[config.mk]
export PLATFORM = sky130hd
export DESIGN_NAME = pong_score_keeper_flat
export DESIGN_NICKNAME = d
export VERILOG_FILES = /design/src/rtl/pong_score_if.sv /design/src/rtl/pong_score_keeper.sv /design/src/flat_wrapper.sv
export SDC_FILE = /design/constraint.sdc
export NUM_CORES = 1
export LEC_CHECK = 0
export ABC_AREA = 1
export ABC_CLOCK_PERIOD_IN_PS = 4500
export CAP_MARGIN = 0
export CORE_ASPECT_RATIO = 0.8
export CORE_MARGIN = 1
export CORE_UTILIZATION = 45
export CTS_CLUSTER_SIZE = 8
export DETAILED_ROUTE_END_ITERATION = 6
export PLACE_DENSITY = 0.66
export SETUP_SLACK_MARGIN = 0.3
export SLEW_MARGIN = 5
export SYNTH_ARGS = -nofsm -noshare
export SYNTH_HDL_FRONTEND = slang
export SYNTH_SLANG_ARGS = --single-unit
[constraint.sdc]
create_clock -name clk -period 4.5 [get_ports clk]
set_clock_uncertainty 0.2 [all_clocks]
set_input_delay 0.675 -clock clk [delete_from_list [all_inputs] [get_ports clk]]
set_output_delay 0.675 -clock clk [all_outputs]
set_load 0.02 [all_outputs]
[src/rtl/pong_score_if.sv]
// pong_score_if: bundles the score keeper's game-side signals.
// master = ball controller / collision side, slave = pong_score_keeper.
interface pong_score_if #(
  parameter int SCORE_W = 4
);
  logic               p1_miss;
  logic               p2_miss;
  logic               game_reset;
  logic               serve_ack;
  logic [SCORE_W-1:0] p1_score;
  logic [SCORE_W-1:0] p2_score;
  logic               point_pulse;
  logic               ball_freeze;
  logic               serve_req;
  logic               game_over;
  logic [1:0]         winner;
  logic [6:0]         seg;
  logic [1:0]         an;

  modport master (
    output p1_miss, p2_miss, game_reset, serve_ack,
    input  p1_score, p2_score, point_pulse, ball_freeze, serve_req,
           game_over, winner, seg, an
  );

  modport slave (
    input  p1_miss, p2_miss, game_reset, serve_ack,
    output p1_score, p2_score, point_pulse, ball_freeze, serve_req,
           game_over, winner, seg, an
  );
endinterface

[src/rtl/pong_score_keeper.sv]
// pong_score_keeper: turns level miss flags into single point awards,
// keeps both saturating scores and sequences point -> freeze -> serve -> play.
// Optional 2-digit 7-segment scan is built only when SEG_DISPLAY_EN is defined.
//
// state    | meaning
// ---------+--------------------------------------------------------------
// PLAY     | ball live, miss edges are scored
// HOLD     | ball frozen for HOLD_CYCLES after a point or replay
// SERVE    | ball frozen, serve_req high until serve_ack
// OVER     | a side reached MAX_SCORE; only game_reset leaves
module pong_score_keeper #(
  parameter int MAX_SCORE      = 9,
  parameter int SCORE_W        = 4,
  parameter int HOLD_CYCLES    = 50000000,
  parameter int REFRESH_CYCLES = 100000
) (
  input  logic         clk,
  input  logic         rst_n,
  pong_score_if.slave  bus
);

  localparam logic [1:0] ST_PLAY  = 2'd0;
  localparam logic [1:0] ST_HOLD  = 2'd1;
  localparam logic [1:0] ST_SERVE = 2'd2;
  localparam logic [1:0] ST_OVER  = 2'd3;

  localparam int                  HOLD_W    = (HOLD_CYCLES > 1) ? $clog2(HOLD_CYCLES) : 1;
  localparam logic [HOLD_W-1:0]   HOLD_LOAD = HOLD_W'(HOLD_CYCLES - 1);
  localparam logic [SCORE_W-1:0]  MAX_S     = SCORE_W'(MAX_SCORE);
  localparam logic [SCORE_W-1:0]  LAST_S    = SCORE_W'(MAX_SCORE - 1);

  if (MAX_SCORE < 1 || MAX_SCORE > (2**SCORE_W) - 1 ||
      HOLD_CYCLES < 1 || REFRESH_CYCLES < 1) begin : g_param_check
    $error("pong_score_keeper: illegal parameter set");
  end

  logic [1:0]         state;
  logic [HOLD_W-1:0]  hold_cnt;
  logic [SCORE_W-1:0] p1_score;
  logic [SCORE_W-1:0] p2_score;
  logic               point_pulse;
  logic [1:0]         winner;
  logic               p1_q;
  logic               p2_q;
  logic               p1_edge;
  logic               p2_edge;

  // Register the miss flags once and capture their rising edges as one-cycle events.
  always_ff @(posedge clk or negedge rst_n) begin
    if (!rst_n) begin
      p1_q    <= 1'b0;
      p2_q    <= 1'b0;
      p1_edge <= 1'b0;
      p2_edge <= 1'b0;
    end else begin
      p1_q    <= bus.p1_miss;
      p2_q    <= bus.p2_miss;
      p1_edge <= bus.p1_miss & ~p1_q;
      p2_edge <= bus.p2_miss & ~p2_q;
    end
  end

  // Game sequencer: scoring, hold timer, serve handshake and game over.
  // Edge events arriving outside PLAY simply expire, so nothing is queued.
  always_ff @(posedge clk or negedge rst_n) begin
    if (!rst_n) begin
      state       <= ST_SERVE;
      hold_cnt    <= '0;
      p1_score    <= '0;
      p2_score    <= '0;
      point_pulse <= 1'b0;
      winner      <= 2'b00;
    end else begin
      point_pulse <= 1'b0;
      if (bus.game_reset) begin
        state    <= ST_SERVE;
        hold_cnt <= '0;
        p1_score <= '0;
        p2_score <= '0;
        winner   <= 2'b00;
      end else begin
        case (state)
          ST_PLAY: begin
            if (p1_edge && p2_edge) begin
              // simultaneous misses: replay without awarding anything
              state    <= ST_HOLD;
              hold_cnt <= HOLD_LOAD;
            end else if (p1_edge) begin
              if (p1_score != MAX_S) begin
                p1_score    <= p1_score + 1'b1;
                point_pulse <= 1'b1;
              end
              if (p1_score == LAST_S) begin
                state  <= ST_OVER;
                winner <= 2'b01;
              end else begin
                state    <= ST_HOLD;
                hold_cnt <= HOLD_LOAD;
              end
            end else if (p2_edge) begin
              if (p2_score != MAX_S) begin
                p2_score    <= p2_score + 1'b1;
                point_pulse <= 1'b1;
              end
              if (p2_score == LAST_S) begin
                state  <= ST_OVER;
                winner <= 2'b10;
              end else begin
                state    <= ST_HOLD;
                hold_cnt <= HOLD_LOAD;
              end
            end
          end
          ST_HOLD: begin
            if (hold_cnt == '0) begin
              state <= ST_SERVE;
            end else begin
              hold_cnt <= hold_cnt - 1'b1;
            end
          end
          ST_SERVE: begin
            if (bus.serve_ack) begin
              state <= ST_PLAY;
            end
          end
          default: begin
            state <= ST_OVER;
          end
        endcase
      end
    end
  end

  assign bus.p1_score    = p1_score;
  assign bus.p2_score    = p2_score;
  assign bus.point_pulse = point_pulse;
  assign bus.winner      = winner;
  assign bus.ball_freeze = (state != ST_PLAY);
  assign bus.serve_req   = (state == ST_SERVE);
  assign bus.game_over   = (state == ST_OVER);

`ifdef SEG_DISPLAY_EN
  localparam int                 REF_W    = (REFRESH_CYCLES > 1) ? $clog2(REFRESH_CYCLES) : 1;
  localparam logic [REF_W-1:0]   REF_LOAD = REF_W'(REFRESH_CYCLES - 1);

  logic [REF_W-1:0] ref_cnt;
  logic             digit_sel;
  logic [31:0]      shown;
  logic [6:0]       seg_dec;
  logic [6:0]       seg_q;
  logic [1:0]       an_q;

  // Refresh down-counter: flip the active digit on terminal count.
  always_ff @(posedge clk or negedge rst_n) begin
    if (!rst_n) begin
      ref_cnt   <= REF_LOAD;
      digit_sel <= 1'b0;
    end else if (ref_cnt == '0) begin
      ref_cnt   <= REF_LOAD;
      digit_sel <= ~digit_sel;
    end else begin
      ref_cnt <= ref_cnt - 1'b1;
    end
  end

  // Decode the selected score; segment order is {g,f,e,d,c,b,a}, active low.
  always_comb begin
    shown   = digit_sel ? 32'(p2_score) : 32'(p1_score);
    seg_dec = 7'h3F;
    case (shown)
      32'd0:   seg_dec = 7'h40;
      32'd1:   seg_dec = 7'h79;
      32'd2:   seg_dec = 7'h24;
      32'd3:   seg_dec = 7'h30;
      32'd4:   seg_dec = 7'h19;
      32'd5:   seg_dec = 7'h12;
      32'd6:   seg_dec = 7'h02;
      32'd7:   seg_dec = 7'h78;
      32'd8:   seg_dec = 7'h00;
      32'd9:   seg_dec = 7'h10;
      default: seg_dec = 7'h3F;
    endcase
  end

  // Register segments and digit enables together so they never disagree.
  always_ff @(posedge clk or negedge rst_n) begin
    if (!rst_n) begin
      seg_q <= 7'h7F;
      an_q  <= 2'b11;
    end else begin
      seg_q <= seg_dec;
      an_q  <= digit_sel ? 2'b01 : 2'b10;
    end
  end

  assign bus.seg = seg_q;
  assign bus.an  = an_q;
`else
  assign bus.seg = 7'h7F;
  assign bus.an  = 2'b11;
`endif

endmodule

[src/flat_wrapper.sv]
// flat-port wrapper written by rule: the top's interface ports become plain ports
module pong_score_keeper_flat 
#(
  parameter int MAX_SCORE      = 9,
  parameter int SCORE_W        = 4,
  parameter int HOLD_CYCLES    = 50000000,
  parameter int REFRESH_CYCLES = 100000
)
  (clk, rst_n, bus_p1_miss, bus_p2_miss, bus_game_reset, bus_serve_ack, bus_p1_score, bus_p2_score, bus_point_pulse, bus_ball_freeze, bus_serve_req, bus_game_over, bus_winner, bus_seg, bus_an);
  pong_score_if #(.SCORE_W(SCORE_W)) bus_i ();
  input  logic clk;
  input  logic rst_n;
  input wire logic [$bits(bus_i.p1_miss)-1:0] bus_p1_miss;
  input wire logic [$bits(bus_i.p2_miss)-1:0] bus_p2_miss;
  input wire logic [$bits(bus_i.game_reset)-1:0] bus_game_reset;
  input wire logic [$bits(bus_i.serve_ack)-1:0] bus_serve_ack;
  output wire logic [$bits(bus_i.p1_score)-1:0] bus_p1_score;
  output wire logic [$bits(bus_i.p2_score)-1:0] bus_p2_score;
  output wire logic [$bits(bus_i.point_pulse)-1:0] bus_point_pulse;
  output wire logic [$bits(bus_i.ball_freeze)-1:0] bus_ball_freeze;
  output wire logic [$bits(bus_i.serve_req)-1:0] bus_serve_req;
  output wire logic [$bits(bus_i.game_over)-1:0] bus_game_over;
  output wire logic [$bits(bus_i.winner)-1:0] bus_winner;
  output wire logic [$bits(bus_i.seg)-1:0] bus_seg;
  output wire logic [$bits(bus_i.an)-1:0] bus_an;
  assign bus_i.p1_miss = bus_p1_miss;
  assign bus_i.p2_miss = bus_p2_miss;
  assign bus_i.game_reset = bus_game_reset;
  assign bus_i.serve_ack = bus_serve_ack;
  assign bus_p1_score = bus_i.p1_score;
  assign bus_p2_score = bus_i.p2_score;
  assign bus_point_pulse = bus_i.point_pulse;
  assign bus_ball_freeze = bus_i.ball_freeze;
  assign bus_serve_req = bus_i.serve_req;
  assign bus_game_over = bus_i.game_over;
  assign bus_winner = bus_i.winner;
  assign bus_seg = bus_i.seg;
  assign bus_an = bus_i.an;
  pong_score_keeper #(.MAX_SCORE(MAX_SCORE), .SCORE_W(SCORE_W), .HOLD_CYCLES(HOLD_CYCLES), .REFRESH_CYCLES(REFRESH_CYCLES)) u_core (.clk(clk), .rst_n(rst_n), .bus(bus_i));
endmodule
### After elaboration in Yosys (flattened, before gate mapping)

Index checks and enable logic that the tools add are counted.

* bitwise operators: 4
* add/sub/neg operators: 3
* multiplexer cells: 42
* equal/unequal tests: 16
* reduce and logical (&&, ||, !) cells: 17

Operators by type and width (number)
* 2-to-1 mux 26 bit: 7
* case mux 26 bit (2 select lines): 1
* 2-to-1 mux 4 bit: 11
* 2-to-1 mux 2 bit: 15
* zero test 26 bit: 1
* subtractor 26 x 1 -> 26 bit, second input constant: 1
* AND reduction 5 bit: 3
* nonzero test 2 bit: 6
* inequality test 3 bit, second input constant: 3
* nonzero test 3 bit: 3
* adder 4 x 1 -> 4 bit, second input constant: 2
* == test 4 bit, second input constant: 2
* inequality test 4 bit, second input constant: 2
* 2-to-1 mux 1 bit: 7
* case mux 2 bit (3 select lines): 1
* inequality test 5 x 2 -> 1 bit, second input constant: 1
* inequality test 5 x 3 -> 1 bit, second input constant: 1
* inequality test 5 bit, second input constant: 1
* == test 2 bit, second input constant: 2
* inequality test 2 bit, second input constant: 2
* AND reduction 4 bit: 1
* inequality test 3 x 2 -> 1 bit, second input constant: 1
* AND reduction 3 bit: 1
* AND 1 bit: 2
* other kinds (4): 5

* flip-flop bits (word level): 43
* logic and storage cells: 92
* input port bits: 6

### Logic depth before layout (Yosys ltp)

* depth after elaboration: 7
* mapped depth: 13
* depth with buffers taken out: 12

### Least setup slack after synthesis

OpenSTA, ideal clock, no wires.

* path kind: register to register
* start: register u_core.state[1]
* end: register u_core.hold_cnt[12]
* setup slack: 2530 ps
* arrival: 1705 ps
* data required time: 4235 ps
* stages on the path, launching flop included: 13
* library setup time: 65 ps
* path buffers: 3
* period minus slack after synthesis: 1970 ps
* cells stage by stage: dfstp_2 inv_1 ha_1 buf_2 inv_1 buf_2 nor2_1 nand2_1 nand2_2 nor2_4 buf_6 nand2_1 nand2_1

* longest elaborated chain between the ends: 3
* elaborated cells between the ends (all ways): 10
* classes of those cells: 5 x eq/ne; 2 x mux; 3 x reduce/logical

RTL lines
* start: declaration: line pong_score_keeper.sv:37 `logic [1:0] state;`
* start signal: assignment: line pong_score_keeper.sv:67 `state <= ST_SERVE;`
* start signal: assignment: line pong_score_keeper.sv:76 `state <= ST_SERVE;`
* start signal: assignment: line pong_score_keeper.sv:86 `state <= ST_HOLD;`
* == test 2 x 1 -> 1 bit or zero test 2 bit (tied branches): line pong_score_keeper.sv:82 `case (state)`
* inequality test 3 bit (no line) (tied with other cells)
* AND reduction 5 bit (no line) or 2-to-1 mux 26 bit (tied branches)
* end signal: assignment: line pong_score_keeper.sv:118 `hold_cnt <= hold_cnt - 1'b1;`
* end: declaration: line pong_score_keeper.sv:38 `logic [HOLD_W-1:0] hold_cnt;`

Parallel ways exist; a longest one is shown, timed or not.
A chain may end at the register's enable or synchronous reset.

### Worst setup path in the final report

* start: register u_core.state[1]
* end: register u_core.hold_cnt[3]

The elaborated chain is that of the path after synthesis.

==> impl_summary.log <==
INFO  metric run_status = finished, final reports clean
INFO  metric worstPathArrival = 3190 ps
INFO  metric avgSynthCellArea = 6.839 µm²
INFO  metric synthArstFlopShare = 1.000
INFO  metric critical_path.cell_chain = inv_1 -> ha_1 -> inv_1 -> nand3_1 -> nand2_1 -> a21oi_2 -> nand2_2 -> nor2_4 -> nand2_1 -> nand2_1
INFO  metric post_dp_cell_area = 3024 µm²
INFO  metric timing.final.setup_violations = 0
INFO  metric grt_pass1_vias = 2243
INFO  metric period_share = 0.7016
INFO  metric most-common-layout-cells = nand2_1 (132), nor2_1 (66), dfrtp_1 (42)
INFO  metric delay_of_the_slowest_cell_on_the_worst_path = 620 ps
INFO  metric post_route_cells_drive_above_1_share = 0.04872
INFO  metric number_of_iterations_in_the_first_detailed_routing_pass = 4
INFO  metric synth_enable_flop_cells = 0
INFO  metric drt_iter0_drc = 174
INFO  metric vdd_ir_drop_max = 0.2524 mV
INFO  metric power.density = 507.2 nW/µm²
INFO  metric path_clk_slew = 70 ps
INFO  metric diodes = 0
INFO  metric tritoncts = built
INFO  metric clockBufferDepth = 2
INFO  metric achievable-frequency = 316.7 MHz
INFO  metric min-delay-path-class = flop to flop
INFO  metric worst_path_most_repeated_cell = nand2_1
INFO  metric nets = 447
INFO  metric setup_tns = 0 ps
INFO  metric cts_buffers = 5
INFO  metric synth_cells = 414
INFO  metric final_common_cell = nand2_1
INFO  metric cts.hold.buffers_added = 0
INFO  metric grt_max_degree = 44
INFO  metric finalHoldViolCount = 0
INFO  metric dp_hpwl = 4529 µm
INFO  metric cp-start-kind = flop
INFO  metric tritoncts_num_sinks = 43
INFO  metric detail_route.wl_per_cell = 12.05 µm
INFO  metric routed-via-count = 2513
INFO  metric rsz0062_at_grt = no
INFO  metric pin_count = 29
INFO  metric core.rowCount = 25
INFO  metric routabilityCongestion = 0.8505
INFO  metric post_synth_instance_area = 2831 µm²
INFO  metric synth.yosys.seq_area_share = 0.3805
INFO  metric p_leak = 1.490 nW
INFO  metric die_h = 72.95 µm
INFO  metric crit_type = flop to flop
INFO  metric worstMarginPinSlew = 970.7 ps
INFO  metric cts_root_buf = clkbuf_8
INFO  metric flow.area_growth_from_synthesis = 9.766%
INFO  metric fin_total_pwr = 1.576 mW
INFO  metric cp-end-kind = flop
INFO  metric core_region_area = 5974 µm²
INFO  metric die_width = 90.69 µm
INFO  metric grt_pass1_wl = 10510 µm
INFO  metric crit_slowest_cell = ha_1
INFO  metric final.hold.worst_slack = 194.6 ps
INFO  metric initial_core_util = 0.4739
INFO  metric cap_viol_max_count = 0
INFO  metric drc = 0
INFO  metric timing.max_slew.rel_slack = 0.3529
INFO  metric design.die.area = 6615 µm²
INFO  metric finish.instance_area = 3108 µm²
INFO  metric number_of_antenna_violations_at_the_first_check_in_global_routing = 0
INFO  metric yosys_most_used_dff = dfrtp_1
INFO  metric post_cts.resized_instances = 0
INFO  metric fillers = 602
INFO  metric post_synth_num_cell_types = 28
INFO  metric place.port_buffers = 19
INFO  metric final-max-slew-violation-count = 0
INFO  metric finalWirelength = 6170 µm
INFO  metric worst_skew_pair.late_latency = 300 ps
INFO  metric htree_levels = 2
INFO  metric time_the_worst_path_needs_with_i_o_delays_and_setup = 3157 ps
INFO  metric post_cts_setup_buffers = 0
INFO  metric vias_per_cell = 4.908
INFO  metric synth-warning-count = 0
INFO  metric grtUsageTotal = 0.2030
INFO  metric worst_ep_required_time = 4530 ps
INFO  metric crit_path_max_fanout = 31
INFO  metric synth_seq_cells = 43
INFO  metric drt.antenna.violating_nets = 0
INFO  metric grt.overflow.total = 0
where the power goes:
part           internal [mW]  switching, mW
Clock                  0.110          0.134
Sequential             0.490          0.127
Combinational          0.241          0.474
per-stage QoR:
step / utilization / instances / worst slack [ps]
finish: 0.5202 / 512 / 1343
global route: 0.5202 / 512 / 1039
CTS: 0.5202 / 512 / 1321
detailed placement: 0.5062 / 504 / 1037
global placement: 0.5062 / 504 / 1108
floorplan: - / 422 / 2530
final cells by class:
| cell class | count | area, µm² | share of cell area |
|---|---|---|---|
| clock inverters | 1 | 7.507 | 0.002415 |
| flip-flops and latches | 43 | 1077 | 0.3466 |
| repair buffers | 19 | 185.2 | 0.05958 |
| clock buffers | 7 | 76.32 | 0.02456 |
| multi-input cells | 319 | 1503 | 0.4835 |
| well taps | 81 | 101.3 | 0.03261 |
| inverters | 42 | 157.7 | 0.05072 |
flip-flops by register name (all words and copies together), names as in the netlist:
signal and flops:
u_core.hold_cnt 26, u_core.bus.p1_score 4, u_core.bus.p2_score 4, u_core.bus.winner 2
u_core.state 2, u_core.bus.point_pulse 1, u_core.p1_edge 1, u_core.p1_q 1
u_core.p2_edge 1, u_core.p2_q 1
synthesized netlist by cell type, types with 2 or more instances:
cell type    n  area share
buf_4       12       0.032
a21oi_1      5      0.0088
inv_2        2      0.0027
ha_1        11       0.049
nor2_2       4      0.0088
nor3_1       3      0.0053
buf_2        3      0.0053
o21ai_0     24       0.042
xnor2_1      2      0.0062
nand4_1     10       0.022
inv_1       40       0.053
nand2_1    132        0.17
dfrtp_1     42        0.37
nand3_1     32       0.057
xor2_1       3      0.0093
a21o_1       3      0.0080
nand2_2      2      0.0044
nor2_1      66       0.087
nor2_4       4       0.016
clkbuf_1     2      0.0027
o21ai_1      5      0.0088
kinds of logic (layout without fill, tap and decap cells):
logic type / after synthesis / count (layout) / synth area share
and+or+nand+nor: 253 / 253 / 0.3756
buffers and inverters: 60 / 69 / 0.09943
DFF: 43 / 43 / 0.3805
AOI/OAI and AO/OA: 41 / 41 / 0.07910
adders and majority gates: 11 / 11 / 0.04861
xor gates and xnor gates: 5 / 5 / 0.01547
other: 1 / 9 / 0.001324
worst max-delay path: cells and delay by family (launching register included):
kind	cells	cell delay, ps
and+or+nand+nor	6	1240
adders and majority gates	1	620
buffers and inverters	2	490
DFF	1	380
AOI/OAI and AO/OA	1	150
final timing paths:
kind | start | to | slack, ps | cells past startpoint
max | u_core.state[1] | u_core.hold_cnt[3] | 1340 | 10
min | u_core.p1_q | u_core.p1_edge | 190 | 1
max reg2reg | u_core.state[1] | u_core.hold_cnt[3] | 1340 | 10
min reg2reg | u_core.p1_q | u_core.p1_edge | 190 | 1
max in group asynchronous | rst_n | u_core.hold_cnt[9] | 3160 | 1
min in group asynchronous | rst_n | u_core.bus.p2_score[1] | 310 | 1
layer usage:
layer / part of all wire / track usage / wire [µm] / vias to the layer above
met4: 0.0068 / 0.05735 / 42 / 0
met2: 0.41 / 0.3081 / 2506 / 71
met3: 0.068 / 0.03438 / 421 / 4
met5: 0 / 0 / 0 / -
met1: 0.52 / 0.2986 / 3200 / 1118
li1: - / - / - / 1320
Power figures use the tool's default switching activity.
==> RTL edit: new RTL, config.mk and constraints unchanged <==
`HOLD_CYCLES` is set to 50000000 in 2 places; all go to 25000000.
--- a/src/rtl/pong_score_keeper.sv
+++ b/src/rtl/pong_score_keeper.sv
@@ -13,3 +13,3 @@
   parameter int SCORE_W        = 4,
-  parameter int HOLD_CYCLES    = 50000000,
+  parameter int HOLD_CYCLES    = 25000000,
   parameter int REFRESH_CYCLES = 100000
--- a/src/flat_wrapper.sv
+++ b/src/flat_wrapper.sv
@@ -5,3 +5,3 @@
   parameter int SCORE_W        = 4,
-  parameter int HOLD_CYCLES    = 50000000,
+  parameter int HOLD_CYCLES    = 25000000,
   parameter int REFRESH_CYCLES = 100000
Behaviour: no difference found for any inputs over 10 cycles, from zero or initial values and one cycle with rst_n low; that may be too few to reach the edited logic, so the function may still have changed.
==> RTL edit against the original RTL <==
Final area shrank 0.28%; largest cell class unchanged; synthesized area shrank 1.9%; non-clock buffer count grew 2; register-to-register slack gained 0.89 ns; setup slack gained 0.38 ns; combinational power shrank 1%; critical path type is now flip-flop to output port; power grew 0.95%; wire length shrank 2.3%; sequential cell count shrank 1.
==> RTL edit: results (changes against the original RTL) <==
[synth]
synth-async-reset-ratio_pct = 100  ; unchanged
synth_cell_types = 32  ; +14%
syn_inst = 399  ; -3.6%
syn_area_per_cell_um2 = 6.96  ; +1.8%
seq_area_frac_synth_pct = 37.9  ; -0.18 points
synth_ff_type = dfrtp_1
netlist_top_cells_area = dfrtp_1, nand2_1, nor2_1, ha_1, nand3_1

[clocking]
clockBufferDepth = 2  ; unchanged
clkTransAtPathRegs_ns = 0.09  ; +0.02 ns
clk_latency_ns = 0.30  ; about the same
cts-root-buf = clkbuf_8

[critical_path]
r2r_slack_ns = 2.23  ; +0.89 ns
arrival_ns = 1.90  ; -1.29 ns
reg2regPathDepth = 10  ; unchanged
critical_path_peak_fanout = 5  ; -84%
setup.worst_path.end = bus_ball_freeze

[layout]
n_clock_buffer = 5  ; -2
clock_area_share_pct = 3.51  ; +0.82 points
multi_input_area_mm2 = 0.00149  ; -1.1%
reg.largest.list = u_core.hold_cnt x25, u_core.bus.p1_score x4, u_core.bus.p2_score x4
final_nets = 436  ; -2.5%
seq_cell_count = 42  ; -2.3%
final-nonclk-buf-share_pct = 6.46  ; +0.50 points
drive_above_1_share_pct = 6.21  ; +1.3 points
comb.multi_input.count = 308  ; -3.4%
nNonClkBuffers = 21  ; +2
sh_seq_area_pct = 34.0  ; -0.71 points
fillers = 616  ; +2.3%
n_all_inverters = 40  ; -4.8%

[pwr]
vdd_drop_max_v = 0.000222  ; -12%
power_density_mw_per_mm2 = 513  ; +1.2%
fin_total_pwr_mw = 1.59  ; +0.95%
intPower_uw = 880  ; +4.5%
leakage_nw = 1.49  ; +0.29%
p_clk_share_pct = 18.7  ; +3.3 points

[sta]
setup_ws_ns = 1.72  ; +0.380 ns
whs_ns = 0.199  ; +0.00453 ns
worst_pin_slew_ns = 0.930  ; -0.0408 ns

[drt]
post_drt_via_cell_ratio = 4.85  ; -1.3%
top_layer_used = met4
wl_mm = 6.03  ; -2.3%
wl_met1_mm = 3.29  ; +2.9%
wl_met3_um = 199  ; -53%
route.met2.wl_mm = 2.52  ; +0.64%
wl_per_cell_um = 12.1  ; about the same
first_pass_iters = 4  ; unchanged

[global_routing]
track_usage_pct = 20.5  ; +0.18 points
grt_max_degree = 43  ; -2.3%
grt_pass1_vias = 2169  ; -3.3%
grt_pass1_wl_mm = 10.6  ; +1.1%

[place]
dpl.hpwl_mm = 4.36  ; -3.6%
pre_cts_slack_ns = 1.46  ; +0.426 ns
place_inst = 492  ; -2.4%
place_area_mm2 = 0.00299  ; -1.1%
finalWeightedCongestion = 0.850  ; about the same

[outcome]
status = completed

[worst_hold_path]
min-delay-start = u_core.p2_q
hold_end = u_core.p2_edge

==> RTL edit: cell count changes in the layout (fill, tap and decap cells not counted), sizes merged, moves of 3 or more <==
cell and change:
clkinv +3, inv -3, nand3 -3, nor2 -9, nor3 +3, o21ai -7
or2 +4
==> RTL edit: cell families after synthesis <==
family                   share of synthesized area (%)
AND/OR/NAND/NOR                                   37.8
other                                            0.135
flip-flops                                        37.9
adder cells (fa/ha/maj)                           5.40
XOR/XNOR                                          1.58
buffers and inverters                             9.73
AO/OA/AOI/OAI                                     7.47
==> RTL edit: per-layer routing <==
layer / vias up / GRT usage (%)
met1: 1088 / 30.9
li1: 1286 / -
met4: 0 / 3.23
met2: 46 / 31.0
met3: 3 / 4.09
met5: - / 0
==> RTL edit: worst max-delay path, stage by stage, from the launching register on <==
cell and delay (ns):
dfstp_2 0.57, inv_1 0.07, ha_1 0.24, inv_1 0.12, clkdlybuf4s50_1 0.61
